<file path="config.mk">
export PLATFORM = sky130hd
export DESIGN_NAME = hsp_fifo_reader
export DESIGN_NICKNAME = d
export VERILOG_FILES = /design/src/rtl/hsp_fifo_reader.sv
export SDC_FILE = /design/constraint.sdc
export NUM_CORES = 1
export LEC_CHECK = 0
export CORE_MARGIN = 2
export CORE_UTILIZATION = 35
export CTS_BUF_LIST = sky130_fd_sc_hd__clkbuf_16
export DETAILED_ROUTE_END_ITERATION = 10
export GPL_TIMING_DRIVEN = 1
export MAX_ROUTING_LAYER = met4
export PLACE_DENSITY_LB_ADDON = 0.05
export SETUP_SLACK_MARGIN = 0.05
export SYNTH_ARGS = -nofsm -noshare
export SYNTH_HDL_FRONTEND = slang
export SYNTH_SLANG_ARGS = --single-unit
</file>
<file path="constraint.sdc">
create_clock -name array_clk -period 3.19 [get_ports array_clk]
set_clock_uncertainty 0.2 [all_clocks]
set_input_delay 0.638 -clock array_clk [delete_from_list [all_inputs] [get_ports array_clk]]
set_output_delay 0.638 -clock array_clk [all_outputs]
set_load 0.02 [all_outputs]
</file>
<file path="src/rtl/hsp_fifo_reader.sv">
// Drains the ungapped HSP result FIFO of Blastn_Array once subject streaming
// has ended. Zero-length records are dropped; every other record is packed
// into one word {score, length, S addr, Q addr} and sent over a valid/ready
// stream to the host bridge. The block runs entirely in the array_clk domain.
module hsp_fifo_reader #(
  parameter int unsigned LENGTH_COUNTER = 8,
  parameter int unsigned LENGTH_WORD    = 32,  // must equal 4 * LENGTH_COUNTER
  parameter int unsigned LENGTH_HSPCNT  = 16
) (
  input  logic                      array_clk,
  input  logic                      reset,
  input  logic                      start,
  input  logic                      FIFO_empty,
  output logic                      read_HSP,
  input  logic [LENGTH_COUNTER-1:0] hit_add_inQ_UnGap,
  input  logic [LENGTH_COUNTER-1:0] hit_add_inS_UnGap,
  input  logic [LENGTH_COUNTER-1:0] hit_length_UnGap,
  input  logic [LENGTH_COUNTER-1:0] hit_add_score,
  output logic [LENGTH_WORD-1:0]    out_data,
  output logic                      out_valid,
  input  logic                      out_ready,
  output logic [LENGTH_HSPCNT-1:0]  hsp_count,
  output logic                      busy,
  output logic                      done
);

  typedef enum logic [2:0] {
    StIdle,
    StCheck,
    StPop,
    StCapture,
    StSend,
    StDone
  } state_e;

  state_e                     state_q, state_d;
  logic [LENGTH_WORD-1:0]     out_data_q;
  logic [LENGTH_HSPCNT-1:0]   hsp_count_q;

  // State register; reset overrides a coincident start.
  always_ff @(posedge array_clk) begin
    if (reset) begin
      state_q <= StIdle;
    end else begin
      state_q <= state_d;
    end
  end

  // Next-state decode and state-decoded outputs.
  always_comb begin
    state_d   = state_q;
    read_HSP  = 1'b0;
    out_valid = 1'b0;
    done      = 1'b0;
    busy      = (state_q != StIdle);
    unique case (state_q)
      StIdle: begin
        if (start) state_d = StCheck;
      end
      StCheck: begin
        state_d = FIFO_empty ? StDone : StPop;
      end
      StPop: begin
        read_HSP = 1'b1;
        state_d  = StCapture;
      end
      StCapture: begin
        // Hit fields are valid this cycle, one cycle after the pop strobe.
        state_d = (hit_length_UnGap == '0) ? StCheck : StSend;
      end
      StSend: begin
        out_valid = 1'b1;
        if (out_ready) state_d = StCheck;
      end
      StDone: begin
        done    = 1'b1;
        state_d = StIdle;
      end
      default: state_d = StIdle;
    endcase
  end

  // Output word register; loaded only in CAPTURE so it holds through a stall.
  always_ff @(posedge array_clk) begin
    if (reset) begin
      out_data_q <= '0;
    end else if (state_q == StCapture) begin
      out_data_q <= {hit_add_score, hit_length_UnGap, hit_add_inS_UnGap, hit_add_inQ_UnGap};
    end
  end

  // Delivered-record counter: cleared by an accepted start, saturating.
  always_ff @(posedge array_clk) begin
    if (reset) begin
      hsp_count_q <= '0;
    end else if (state_q == StIdle && start) begin
      hsp_count_q <= '0;
    end else if (state_q == StSend && out_ready && hsp_count_q != {LENGTH_HSPCNT{1'b1}}) begin
      hsp_count_q <= hsp_count_q + LENGTH_HSPCNT'(1);
    end
  end

  assign out_data  = out_data_q;
  assign hsp_count = hsp_count_q;

endmodule

</file>
==> summary.md <==
| Metric | Value |
|---|---|
| Status | `complete, no violations` |
| Post-synth EDFFs | `0` |
| Routed WL | `5650 um` |
| Worst reg2reg setup slack | `0.97 ns` |
| Post-synthesis sequential area ratio | `0.474` |
| Crit share post-route | `0.814` |
| Fmax | `0.385 GHz` |
| Worst EP arrival | `1.76 ns` |
| PwrDens | `412 nW/um^2` |
| Die Width | `82.5 um` |
| Top cells by area, synth | `dfxtp_1, nand2_1, a21oi_1` |
| Non-filler cells, final | `425` |
| Delay-heaviest family, CP | `buffers and inverters` |
| Yosys top cell by area | `dfxtp_1` |
| Worst slack at placement | `0.562 ns` |
| Mapped Area | `between 2000 and 2500 um^2` |
| Hold_sp | `out_data[7]$_SDFFE_PP0N_` |
| Clk slew on worst S/H paths | `about 0.070 ns` |
| Iteration-0 DRC Markers | `86` |
| Synth cell count leaders | `nand2_1, dfxtp_1, a21oi_1` |
| Kind of end point of the critical path | `output port` |
| Min-Delay Path Depth | `2` |
| Setup Buffers After CTS | `0` |
| Crit path cell chain | `nor3b_1 -> clkdlybuf4s50_1` |
| Hold-fix buffers, CTS | `0` |
| Fin area | `3240 um^2` |
| Worst Path Max Fanout | `16` |
| Fin. max-slew vios | `0` |
| Critical Path Max Stage Delay | `0.64 ns` |
| Fillers | `571` |
| Initial Util | `0.364` |
| Min Tclk post-route | `2.60 ns` |
| Max-cap check violation count | `0` |
| Final Setup Violations | `0` |
| Initial antenna violation count | `0` |
| Vias/cell | `5.07` |
| DRC | `0` |
| Most used flip-flop cell after synthesis | `dfxtp_1` |
| DPL Wire Length | `3890 um` |
| Syn-to-layout area delta | `50.6%` |
| Setup tns final | `0 ns` |
| Nets | `roughly 390` |
| CTS max path bufs | `2` |
| Placed cells | `417` |
| Overall Global Routing Usage | `0.179` |
| H-tree depth | `2` |
| Worst IR drop on VDD | `between 0.2 and 0.3 mV` |
| Die area | `6800 um^2` |
| Largest net degree at the start of global routing | `36` |
| Total power | `1.34 mW` |
| Area of the multi-input gates | `around 1100 um^2` |
| Reg2reg end | `hsp_count[2]$_SDFFE_PP0P_` |
| Fin Hold WS | `0.254 ns` |
| Post-Synthesis Cells | `about 270` |
| CTS resizes | `0` |
| TritonRoute pass-1 iters | `4` |
| Syn nets | `roughly 300` |
| Row Count | `28` |
| Crit path from | `state_q[2]$_SDFFE_PP0P_` |
| Sequential Area | `1020 um^2` |
| Cell variety after synth | `46` |
| Buffers & Inverters on Critical Path | `1` |
| Share of the synthesized area in the top cell type | `0.474` |
| RSZ-0062 raised after global routing | `no` |
| Critical R2R Launch | `hsp_count[0]$_SDFFE_PP0P_` |
| Worst slew pin tran | `0.699 ns` |
| Gp weighted congestion | `about 0.83` |
| Antenna-violating nets left | `0` |
| CP Depth | `2` |
| Area of placed instances | `between 3000 and 4000 um^2` |
| YS warnings | `0` |
| Layout cell share with drive strength beyond 1 | `0.0657` |
| Vias in the first global route | `a little under 2000` |
| Vias | `2154` |
| WL/cell | `13.3 um` |
| First-pass GRT wire length | `9250 um` |
| Port buffer count | `88` |
| Final Util | `0.548` |
| Clock sinks | `51` |
| I/O Pins | `89` |
| Mapped Avg Cell Area | `8.13 um^2` |
| Last element of the critical path | `out_valid` |
| Core area | `5920 um^2` |
| Worst EP required | `roughly 2.4 ns` |
| Clk_lat worst skew | `0.29 ns` |
| Leak | `1.07 nW` |
| CTS tree | `done` |
| Synthesis-stage register bit count | `51` |
| Worst path slowest cell | `clkdlybuf4s50_1` |
| Top-count cell post-synth | `nand2_1` |
| GRT overflow | `0` |
| Antenna cells | `0` |
| Total CTS buffers | `5` |
| Hold Crit Class | `reg2reg` |
| Root buffer cell | `clkbuf_16` |
| Reg2reg path depth | `6` |
| Hold Violations, Final | `0` |
| Crit Path Category | `reg2out` |
| Async SR Flop Fraction | `0` |
| Die Y | `between 80 and 90 um` |
| Startpoint types | `flop` |
| Slew HR | `0.533` |
| Worst setup margin | `0.593 ns` |
==> metal layers <==
metal  wire [um]  track usage  vias to the layer above
li1            -            -                     1106
met5           0            -                        -
met4          65       0.0550                        0
met2        2650        0.275                       48
met3         226       0.0391                        6
met1        2710        0.236                      994
==> report_power, final <==
part / total [mW] / internal [mW] / switching [mW]
Combinational: 0.152 / 0.0833 / 0.0688
Sequential: 0.666 / 0.648 / 0.0176
Clock: 0.519 / 0.287 / 0.232
Total: 1.34 / 1.02 / 0.319
==> worst min path at each step <==
stage	endpoint	slack [ns]
after floorplan	out_data[0]$_SDFFE_PP0N_	0.33
after global placement	out_data[27]$_SDFFE_PP0N_	0.24
after detailed placement	out_data[0]$_SDFFE_PP0N_	0.25
after CTS	out_data[30]$_SDFFE_PP0N_	0.26
after global routing	out_data[1]$_SDFFE_PP0N_	0.28
final	out_data[7]$_SDFFE_PP0N_	0.25
==> kinds of logic (layout without fill, tap and decap cells) <==
kind of cell             count (synthesis)  in the layout  synth area share
AND/OR/NAND/NOR                        132            132             0.308
AO/OA/AOI/OAI                           64             64             0.174
flip-flops                              51             51             0.474
buffers and inverters                   16            101            0.0337
adder cells (fa/ha/maj)                  1              1           0.00581
multiplexers                             1              1           0.00465
==> worst reg2reg max path, cell delays in order (launching register included) <==
cell and delay [ns]:
dfxtp_1 0.40, ha_1 0.21, nand3_1 0.22, nor4_1 0.51, buf_4 0.25, nor2_1 0.07, a311oi_1 0.26
==> cell type report <==
type                       instances  area share
clock inverter                     3     0.00501
multi-input combinational        198       0.330
timing repair buffer              93       0.283
tap                               75      0.0289
sequential                        51       0.315
clock buffer                       5      0.0386
==> layout by cell type, fill, tap and decap left out, types with 2 or more instances in the layout <==
cell / count
a211oi_1: 2
a21oi_1: 43
a311oi_1: 2
and3_1: 2
buf_4: 5
clkbuf_16: 5
clkdlybuf4s50_1: 88
dfxtp_1: 51
nand2_1: 71
nand3_1: 7
nand3b_1: 2
nand4_1: 3
nor2_1: 11
nor3_1: 5
nor4_1: 5
o211ai_1: 2
o21ai_0: 3
o31ai_1: 4
or3_1: 3
or3b_2: 2
or4_1: 6
==> flip-flops by register name, summed over array words and instances, names as in the netlist <==
signal     cells
hsp_count     16
state_q        3
out_data      32
Note: power is estimated with default switching activity, not from simulation.
